File: config.mk
export PLATFORM = sky130hd
export DESIGN_NAME = uart_receiver_os
export DESIGN_NICKNAME = d
export VERILOG_FILES = /design/src/rtl/uart_receiver_os.sv
export SDC_FILE = /design/constraint.sdc
export NUM_CORES = 1
export LEC_CHECK = 0
export ABC_CLOCK_PERIOD_IN_PS = 5900
export BUFFER_PORTS_ARGS = -buffer_cell sky130_fd_sc_hd__buf_2
export CELL_PAD_IN_SITES_DETAIL_PLACEMENT = 2
export CELL_PAD_IN_SITES_GLOBAL_PLACEMENT = 2
export CORE_MARGIN = 2
export CORE_UTILIZATION = 39
export CTS_BUF_LIST = sky130_fd_sc_hd__clkbuf_8 sky130_fd_sc_hd__clkbuf_16
export CTS_CLUSTER_SIZE = 24
export DETAILED_ROUTE_END_ITERATION = 12
export GPL_TIMING_DRIVEN = 0
export PLACE_DENSITY = 0.87
export SYNTH_ARGS = -nofsm -noshare
export SYNTH_HDL_FRONTEND = slang
export SYNTH_SLANG_ARGS = --single-unit
File: constraint.sdc
create_clock -name clk -period 5.9 [get_ports clk]
set_clock_uncertainty 0.05 [all_clocks]
set_input_delay 0.59 -clock clk [delete_from_list [all_inputs] [get_ports clk]]
set_output_delay 0.59 -clock clk [all_outputs]
set_load 0.02 [all_outputs]
File: src/rtl/uart_receiver_os.sv
// rtl/uart_receiver_os.sv - oversampled UART receiver with parity, stop-bit count and framing checks
// Optional 2-of-3 majority bit sampling is enabled by defining UART_RX_MAJORITY_EN.
module uart_receiver_os #(
    parameter int DATA_WIDTH  = 8,
    parameter int OVERSAMPLE  = 16,
    parameter int PARITY_MODE = 0,
    parameter int STOP_BITS   = 1
) (
    input  logic                  clk,
    input  logic                  rstN,
    input  logic                  baudTick,
    input  logic                  rx,
    output logic                  rx_ready,
    output logic [DATA_WIDTH-1:0] dataOut,
    output logic                  new_byte_indicate,
    output logic                  parity_err,
    output logic                  frame_err
);

    localparam int TW = $clog2(OVERSAMPLE);
    localparam int BW = 4;

    typedef enum logic [2:0] {IDLE, START, DATA, PARITY, STOP, BRK} state_t;

    logic samp;

`ifdef UART_RX_MAJORITY_EN
    // The majority window ends one tick after the nominal mid point, so every decision moves one tick later.
    localparam int START_PT = OVERSAMPLE / 2;
    logic [1:0] hist_q, hist_d;

    assign hist_d = baudTick ? {hist_q[0], rx} : hist_q;
    assign samp   = (hist_q[1] & hist_q[0]) | (hist_q[1] & rx) | (hist_q[0] & rx);

    always_ff @(posedge clk) begin
        if (!rstN) hist_q <= 2'b11;
        else       hist_q <= hist_d;
    end
`else
    localparam int START_PT = OVERSAMPLE / 2 - 1;
    assign samp = rx;
`endif

    state_t                state_q, state_d;
    logic [TW-1:0]         tick_q, tick_d;
    logic [BW-1:0]         bit_q, bit_d;
    logic [DATA_WIDTH-1:0] shift_q, shift_d;
    logic                  perr_q, perr_d;
    logic                  ferr_q, ferr_d;
    logic [DATA_WIDTH-1:0] data_q, data_d;
    logic                  perr_out_q, perr_out_d;
    logic                  ferr_out_q, ferr_out_d;
    logic                  pulse_q, pulse_d;
    logic                  bit_end;

    assign bit_end = (tick_q == TW'(OVERSAMPLE - 1));

    always_comb begin
        state_d    = state_q;
        tick_d     = tick_q;
        bit_d      = bit_q;
        shift_d    = shift_q;
        perr_d     = perr_q;
        ferr_d     = ferr_q;
        data_d     = data_q;
        perr_out_d = perr_out_q;
        ferr_out_d = ferr_out_q;
        pulse_d    = 1'b0;
        if (baudTick) begin
            case (state_q)
                IDLE: begin
                    if (!rx) begin
                        state_d = START;
                        tick_d  = '0;
                    end
                end
                START: begin
                    if (tick_q == TW'(START_PT)) begin
                        if (!samp) begin
                            state_d = DATA;
                            tick_d  = '0;
                            bit_d   = '0;
                            perr_d  = 1'b0;
                            ferr_d  = 1'b0;
                        end else begin
                            state_d = IDLE;
                        end
                    end else begin
                        tick_d = tick_q + TW'(1);
                    end
                end
                DATA, PARITY, STOP: begin
                    if (!bit_end) begin
                        tick_d = tick_q + TW'(1);
                    end else begin
                        tick_d = '0;
                        if (state_q == DATA) begin
                            shift_d = {samp, shift_q[DATA_WIDTH-1:1]};
                            if (bit_q == BW'(DATA_WIDTH - 1)) begin
                                bit_d   = '0;
                                state_d = (PARITY_MODE != 0) ? PARITY : STOP;
                            end else begin
                                bit_d = bit_q + BW'(1);
                            end
                        end else if (state_q == PARITY) begin
                            perr_d  = (PARITY_MODE == 2) ? ~(^shift_q ^ samp) : (^shift_q ^ samp);
                            state_d = STOP;
                        end else begin
                            ferr_d = ferr_q | ~samp;
                            if (bit_q == BW'(STOP_BITS - 1)) begin
                                data_d     = shift_q;
                                perr_out_d = perr_q;
                                ferr_out_d = ferr_d;
                                pulse_d    = 1'b1;
                                state_d    = ferr_d ? BRK : IDLE;
                            end else begin
                                bit_d = bit_q + BW'(1);
                            end
                        end
                    end
                end
                BRK: begin
                    // A held-low line must go high before another start bit is accepted.
                    if (rx) state_d = IDLE;
                end
                default: state_d = IDLE;
            endcase
        end
    end

    always_ff @(posedge clk) begin
        if (!rstN) begin
            state_q    <= IDLE;
            tick_q     <= '0;
            bit_q      <= '0;
            shift_q    <= '0;
            perr_q     <= 1'b0;
            ferr_q     <= 1'b0;
            data_q     <= '0;
            perr_out_q <= 1'b0;
            ferr_out_q <= 1'b0;
            pulse_q    <= 1'b0;
        end else begin
            state_q    <= state_d;
            tick_q     <= tick_d;
            bit_q      <= bit_d;
            shift_q    <= shift_d;
            perr_q     <= perr_d;
            ferr_q     <= ferr_d;
            data_q     <= data_d;
            perr_out_q <= perr_out_d;
            ferr_out_q <= ferr_out_d;
            pulse_q    <= pulse_d;
        end
    end

    assign rx_ready          = (state_q == IDLE);
    assign dataOut           = data_q;
    assign new_byte_indicate = pulse_q;
    assign parity_err        = perr_out_q;
    assign frame_err         = ferr_out_q;

endmodule

==> After elaboration in Yosys (flattened, before gate mapping) <==
Cells that the tools add are included.
{ "totals": {"out_inout_bits": 12, "inputBits": 4, "register_bits": 32} }
{ "op_classes": {"muxes": 34, "reduce_logical": 14, "n_eq_ne": 20, "bitwise": 9, "addsub": 2} }
{ "ops": {"columns": ["operator", "count"], "rows": [
  ["4-bit two-way mux", 10],
  ["7-bit AND reduction", 4],
  ["3-bit two-way mux", 9],
  ["2-bit != test (second input constant)", 8],
  ["3-bit case mux with 4 select lines", 1],
  ["4-bit case mux with 3 select lines", 1],
  ["1-bit two-way mux", 9],
  ["3-bit != test (second input constant)", 3],
  ["4-bit by 1-bit adder with 4-bit output (second input constant)", 2],
  ["4-bit by 3-bit == test with 1-bit output (second input constant)", 2],
  ["4-bit case mux with 2 select lines", 1],
  ["8-bit XOR reduction", 1],
  ["1-bit NOT", 7],
  ["3-bit by 2-bit == test with 1-bit output (second input constant)", 2],
  ["3-bit == test (second input constant)", 2],
  ["6-bit AND reduction", 1],
  ["6-bit OR reduction", 1],
  ["4-bit == test (second input constant)", 1],
  ["4-bit logical NOT", 1],
  ["4-bit != test (second input constant)", 1],
  ["1-bit case mux with 2 select lines", 2],
  ["4-bit AND reduction", 1],
  ["3-bit by 1-bit == test with 1-bit output (second input constant)", 1],
  ["3-bit logical NOT", 1],
  ["7 further kinds", 7]
]} }

==> Longest topological paths before layout <==
Gate-level depths: netlist of run 1.
{ "depth": {"depth_word": 8, "depth_mapped": 7, "ltp_nobuf": 7} }

==> Worst setup path before layout of run 1 <==
OpenSTA, ideal clock, no wires.
{ "synth_timing": {"path_type": "register to register", "start": "register, netlist name bit_q[0]", "end": "register ferr_q", "t_required_ps": 5734, "t_arrival_ps": 1780, "setup_ps": 116, "path_stages_with_launch": 8, "slack_ps": 3954, "period_less_slack_ps": 1946, "cell_sequence": "dfxtp_1 -> inv_1 -> ha_1 -> or3b_4 -> a21boi_2 -> nand4_1 -> or4_1 -> and3_1"} }
{ "synth_lines": {"columns": ["element", "line_no", "text"], "rows": [
  ["end signal, assigned", "149", "ferr_q <= ferr_d;"],
  ["end, declared", "49", "logic ferr_q, ferr_d;"]
]} }

==> results.md, run 1 <==
* FF+latch count, synth at 32
* Clk_lat worst skew at just under 300 ps
* Crit path kind: register to register
* Final Critical Period at 2300 ps
* EDFF count, synth at 0
* CTS buffer count at 5
* Netlist cell types at 48
* Vias per inst at roughly 5.6
* DRC viols at 0
* Synth top area share at between 30% and 40%
* CTS Buffer Depth at 2
* Largest net degree at the start of global routing at 11
* Clk root buf: clkbuf_8
* N_diodes at 0
* Hold Vio Cnt, Final at 0
* First DRT Iteration DRCs at 65
* Critical path fanouts, max at 6
* First-pass detailed-route iteration total at 4
* Synth area leaders: dfxtp_1, mux2i_1, nor2_1
* Hold_buf cts at 0
* R2r endpoint: ferr_q
* Net count, final at 208
* Measured slew at the worst slew-check pin at 494 ps
* Warnings from Yosys at 0
* Core area at 4030 sq um
* Grt total ovfl at 0
* WHS Path Cells at 2
* Worst hold path type: register to register
* Die footprint at 4750 sq um
* Initial core utilization at 40.8%
* Part of the Yosys area used for sequential elements at 38.9%
* Setup TNS at 0 ps
* Gr usage total at between 20% and 30%
* Vias in the first global route at 1529
* Share of post-route cells with drive strength above 1 at 16.9%
* CP Capture Type: register
* Inst Count DP at 244
* R2R setup slack at 3600 ps
* Post-CTS Setup Bufs at 0
* # resized after CTS at 0
* Fin util at a little under half
* Syn Nets at 188
* First-pass GRT wire length at 7670 um
* Worst hold slack at 443 ps
* CTS tree: built
* Layout area overhead at 13.6%
* Worst vdd rail ir drop at roughly 0.000089 V
* Top cells by count, synth: dfxtp_1, nor2_1, mux2i_1
* Asr flop ratio synth at 0%
* Power Density at roughly 240 nW/um^2
* Post-DRT Antenna Nets at 0
* Switching pwr at between 100 and 150 uW
* RSZ-0062 raised after global routing: no
* Max Fclk at 435 MHz
* FP Rows at 23
* Overall routed net length at ~4600 um
* Yosys top cell by area: dfxtp_1
* Gpl congestion at 0.916
* Clock-pin slew on the worst setup and hold paths at 60 ps
* Cell area after synthesis at 1650 sq um
* WP data required at 6030 ps
* Average cell area after synthesis at 9.09 sq um
* Syn Inst Count at ~180
* IO Port Bufs at 13
* Vias at 1413
* Sequential power share at roughly half
* Slew HR at 67.1%
* Crit start category: register
* Final worst-path cycle share at 39.0%
* Top_reg_cell synth: dfxtp_1
* Reg-to-Reg Start: bit_q[0]
* Post-Layout Cell Count at 251
* Hold path startpoint: dataOut[2]
* WHS Endpoint: dataOut[2]
* Pins Over Slew Limit at 0
* Die width at 69.0 um
* Pleak at 0.708 nW
* Combinational Power Share at 8.8%
* Status: finished clean
* DR WL/cell at 18.2 um
* Reg2reg path depth at 7
* Sink Count at 32
* Initial antenna violation count at 0
* Crit path DAT at 2430 ps
* Power Internal at 334 uW
* Max-Cap Viols at 0
* Endpoints failing setup at 0
* Post-detail-place hpwl at 3320 um
* Fillers at 455
* Die Ht at slightly below 70 um
* # H-tree levels at 2
* Sw Ratio at roughly a quarter
* Clock network power share at 41.7%
* Count leader, synth: dfxtp_1
* IO Pins at 16
## power by group through the flow
stage                     logic (mW)  clock network, mW  registers [mW]
after global placement        0.0361                  0           0.224
final                         0.0388              0.184           0.219
after CTS                     0.0389              0.190           0.219
after detailed placement      0.0383                  0           0.224
after floorplan               0.0267                  0           0.223
after global routing          0.0429              0.198           0.219
## per-layer routing
metal / vias to the layer above / track usage (%) / share of wire, %
li1: 682 / - / -
met1: 698 / 26.5 / 43
met2: 23 / 38.8 / 52
met3: 10 / 5.19 / 2.8
met4: 0 / 7.84 / 2.1
met5: - / 0 / 0
## placed cells by master (no fill, tap or decap), types with 2 or more instances in the layout
cell type	netlist	layout
and3_1	4	4
ha_1	3	3
inv_1	5	5
o21ai_0	8	8
dfxtp_1	32	32
and2_1	2	2
nand2b_1	3	3
a21oi_1	10	10
nor3_1	5	5
nand2_1	8	8
buf_2	5	18
o31ai_1	2	2
or4_1	4	4
o21a_1	4	4
xnor2_1	6	6
a21boi_0	3	3
and3b_1	2	2
nor2b_1	2	2
clkbuf_1	3	3
xor2_1	3	3
nor2_1	23	23
clkbuf_8	0	7
mux2i_1	18	18
## area by class of cell
class | instances | area [sq um] | share of cell area [%]
repair buffers | 13 | 65.1 | 3.48
multi-input cells | 133 | 927 | 49.6
clock buffers | 7 | 96.3 | 5.15
flip-flops and latches | 32 | 641 | 34.3
plain buffers | 10 | 55.1 | 2.95
well taps | 50 | 62.6 | 3.35
inverters | 6 | 22.5 | 1.20
## state kept, by name, indices dropped and copies added, names as in the netlist, 3 cells and up
| name | cells |
|---|---|
| shift_q | 8 |
| state_q | 3 |
| tick_q | 4 |
| bit_q | 4 |
| dataOut | 8 |
## cell families after synthesis
group	share of synthesized area, %
AOI/OAI and AO/OA	15.8
xor gates and xnor gates	4.79
adders and majority gates	2.28
buffers and inverters	4.71
DFF	38.9
muxes	11.0
and+or+nand+nor	22.5
## worst max path at each step
stage                         from  cells past startpoint  endpoint
after global placement    bit_q[0]                      7    ferr_q
after floorplan           bit_q[0]                      7    ferr_q
final                     bit_q[0]                      7    ferr_q
after global routing      bit_q[0]                      7    ferr_q
after CTS                 bit_q[0]                      7    ferr_q
after detailed placement  bit_q[0]                      7    ferr_q
## per-stage QoR
step,power [mW],instance area (sq um),worst slack [ps]
finish,0.442,1870,3600
global route,0.460,1870,3500
CTS,0.447,1870,3610
detailed placement,0.262,1770,3640
global placement,0.260,1770,3800
floorplan,0.250,1650,3950
## worst max-delay path, stage by stage, from the launching register on
cell	delay, ps
dfxtp_1	360
inv_1	80
ha_1	150
or3b_4	410
a21boi_2	170
nand4_1	270
or4_1	520
and3_1	190
Note: power is estimated with default switching activity, not from simulation.
==> run 2, diff against run 1 <==
Settings changed: ABC_AREA from default to 1, ABC_CLOCK_PERIOD_IN_PS 5900 to 2200, CORE_UTILIZATION 39 to 33, PLACE_DENSITY 0.87 to 0.82.
Clock period 5.9 ns to 2.2 ns, I/O delays scaled along.
==> results.md, run 2 <==
* Top_reg_cell synth: dfxtp_1
* Final worst-path cycle share at 76.3% (+37 points)
* Core area at 5410 sq um (+34%)
* Hold path startpoint: baudTick
* Share of post-route cells with drive strength above 1 at 20.6% (+3.7 points)
* Slew HR at 71.2% (+4.2 points)
* WP data required at 2360 ps (-3670 ps)
* Sink Count at 32 (unchanged)
* Largest net degree at the start of global routing at 12 (+1)
* Main combinational cell family by area after synthesis: simple AND/OR/NAND/NOR gates
* FF+latch count, synth at 32 (unchanged)
* Layout area overhead at 14.2%
* Power Density at 1000 nW/um^2 (+330%)
* CTS Buffer Depth at 2 (unchanged)
* DR WL/cell at 15.7 um (-14%)
* Post-CTS Setup Bufs at 0 (unchanged)
* Max Fclk at 596 MHz (+37%)
* Share of synthesized cell area in and, or, nand and nor gates at 35.6% (+13 points)
* Worst vdd rail ir drop at 0.000335 V (+280%)
* Pins Over Slew Limit at 0 (unchanged)
* Vias per inst at 5.07 (-9.9%)
* Warnings from Yosys at 0 (unchanged)
* Netlist cell types at 29 (-40%)
* Net count, final at 292 (+40%)
* Post-Layout Cell Count at 358 (+43%)
* Design Power at 2.08 mW (+370%)
* Endpoints failing setup at 0 (unchanged)
* Worst hold path type: input port to register
* Area share of fa/ha/maj cells after synthesis at 2.07% (-0.21 points)
* First-pass GRT wire length at 9490 um (+24%)
* Asr flop ratio synth at 0% (unchanged)
* Setup TNS at 0 ps (unchanged)
* Yosys top cell by area: dfxtp_1
* R2R setup slack at 520 ps (-3080 ps)
* Part of the Yosys area used for sequential elements at 35.3% (-3.6 points)
* Crit path cell chain: inv_2, nor2_1, nand2_1, nor2_2, nand3_1, nand3_1, nand2_1, a21oi_1
* DRC viols at 0 (unchanged)
* CP bufs+invs at 1 (unchanged)
* Vias in the first global route at 1951 (+28%)
* Crit path DAT at 1840 ps (-590 ps)
* Max-Cap Viols at 0 (unchanged)
* Post-detail-place hpwl at 4170 um (+26%)
* Synth Area in XOR/XNOR at 0% (-4.8 points)
* # resized after CTS at 0 (unchanged)
* Gr usage total at 19.9% (-2.3 points)
* IO Port Bufs at 14 (+1)
* Vias at 1815 (+28%)
* CP Capture Type: register
* Dpl cell area at 1980 sq um (+11%)
* Fillers at 676 (+49%)
* Initial antenna violation count at 0 (unchanged)
* Status: finished clean
* Clock-pin slew on the worst setup and hold paths at 80 ps (+20 ps)
* Reg2reg path depth at 8 (+1)
* WHS Path Cells at 3 (+1)
* Hold_buf cts at 0 (unchanged)
* Clk root buf: clkbuf_8
* Syn Inst Count at 264 (+46%)
* Overall routed net length at 5620 um (+23%)
* Clk_lat worst skew at 290 ps (about the same)
* EDFF count, synth at 0 (unchanged)
* Post-synthesis mux area share at 0% (-11 points)
* CTS buffer count at 5 (unchanged)
* # H-tree levels at 2 (unchanged)
* RSZ-0062 raised after global routing: no
* Pre-CTS setup slack at 546 ps (-3100 ps)
* Synth top area share at 35.3% (-3.6 points)
* R2r endpoint: tick_q[1]
* Pleak at 0.919 nW (+30%)
* Final worst setup slack at 522 ps (-3080 ps)
* First-pass detailed-route iteration total at 4 (unchanged)
* Final Critical Period at 1680 ps (-622 ps)
* Post-DRT Antenna Nets at 0 (unchanged)
* IO Pins at 16 (unchanged)
* First DRT Iteration DRCs at 41 (-37%)
* WHS Endpoint: tick_q[0]
* N_diodes at 0 (unchanged)
* FP Rows at 27 (+17%)
* Cell area after synthesis at 1820 sq um (+10%)
* Compound-cell area share of the yosys netlist at 17.4% (+1.5 points)
* Gpl congestion at 0.784 (-14%)
* Slowest cell on the critical path: dfxtp_1
* Measured slew at the worst slew-check pin at 432 ps (-62.3 ps)
* Commonest non-fill, non-tap cell in the layout: nand2_1
* Reg-to-Reg Start: state_q[0]
* CP Launch Point: state_q[0]
* Die width at 78.2 um (+13%)
* Die footprint at 6110 sq um (+29%)
* Syn Nets at 271 (+44%)
* Design area at 2070 sq um (+11%)
* Grt total ovfl at 0 (unchanged)
* Synth area leaders: dfxtp_1, nand2_1, a21oi_1
* Crit start category: register
* Die Ht at 78.2 um (+13%)
* CTS tree: built
* Initial core utilization at 33.6% (-7.3 points)
* Inst Count DP at 350 (+43%)
* Most frequent cells in the layout: nand2_1, dfxtp_1, inv_1, nor2_1, a21oi_1
* CP top delay family: simple AND/OR/NAND/NOR gates
* Critical path fanouts, max at 6 (unchanged)
* CP max stage delay at 450 ps (-70 ps)
* Hold Vio Cnt, Final at 0 (unchanged)
* Crit path kind: register to register
* Count leader, synth: nand2_1
* Average cell area after synthesis at 6.88 sq um (-24%)
* Top cells by count, synth: nand2_1, dfxtp_1, inv_1, nor2_1, a21oi_1
[run 2: cell types whose count changed after synthesis, moves of 5 or more]
| cell | change |
|---|---|
| inv_1 | +24 |
| a21oi_1 | +16 |
| inv_2 | +5 |
| nor3_1 | -5 |
| nor2_1 | +6 |
| nand2_1 | +44 |
| mux2i_1 | -18 |
| o21ai_0 | +15 |
| nor2_2 | +6 |
| o21ai_1 | +7 |
| nand2_2 | +7 |
| xnor2_1 | -6 |
| nand3_1 | +15 |
[run 2: per-layer routing]
layer / track usage (%) / vias up / routed length, um
met5: 0 / - / 0
met4: 7.19 / 0 / 104
met3: 4.02 / 11 / 167
met2: 34.4 / 21 / 2830
met1: 24.4 / 887 / 2510
li1: - / 896 / -
[run 2: cell families after synthesis]
group                      after synthesis
AOI/OAI and AO/OA                       60
DFF                                     32
buffers and inverters                   41
adders and majority gates                3
and+or+nand+nor                        128
[run 2: tightest hold or removal path: stages]
cell and delay (ps):
buf_2 150, nand3_1 100, a21oi_1 60
[run 2: where the power goes]
| group | leakage (nW) | switching [mW] | internal [mW] |
|---|---|---|---|
| registers | 0.259 | 0.0599 | 0.629 |
| clock network | 0.0434 | 0.255 | 0.253 |
| logic | 0.617 | 0.622 | 0.264 |
| total | 0.919 | 0.937 | 1.15 |
[run 2: cell type report]
| class | instances | area, sq um | area share [%] |
|---|---|---|---|
| Multi-Input combinational cell | 191 | 1000 | 48.2 |
| Sequential cell | 32 | 641 | 30.9 |
| Inverter | 34 | 128 | 6.16 |
| Tap cell | 72 | 90.1 | 4.35 |
| Clock buffer | 6 | 82.6 | 3.98 |
| Timing Repair Buffer | 14 | 70.1 | 3.38 |
| Buffer | 7 | 47.5 | 2.29 |
| Clock inverter | 2 | 15.0 | 0.724 |
[run 2: stage by stage]
| step | utilization (%) | hold slack (ps) |
|---|---|---|
| floorplan | - | 334 |
| global placement | 36.6 | 400 |
| detailed placement | 36.6 | 412 |
| CTS | 38.4 | 223 |
| global route | 38.4 | 263 |
| finish | 38.4 | 235 |
[run 2: how the worst max path moves through the flow]
stage / end / slack (ps) / cells past startpoint
global placement: state_q[0] / 630 / 10
floorplan: state_q[0] / 800 / 10
CTS: tick_q[1] / 540 / 8
finish: tick_q[1] / 520 / 8
global route: dataOut[4] / 370 / 9
detailed placement: dataOut[1] / 550 / 8
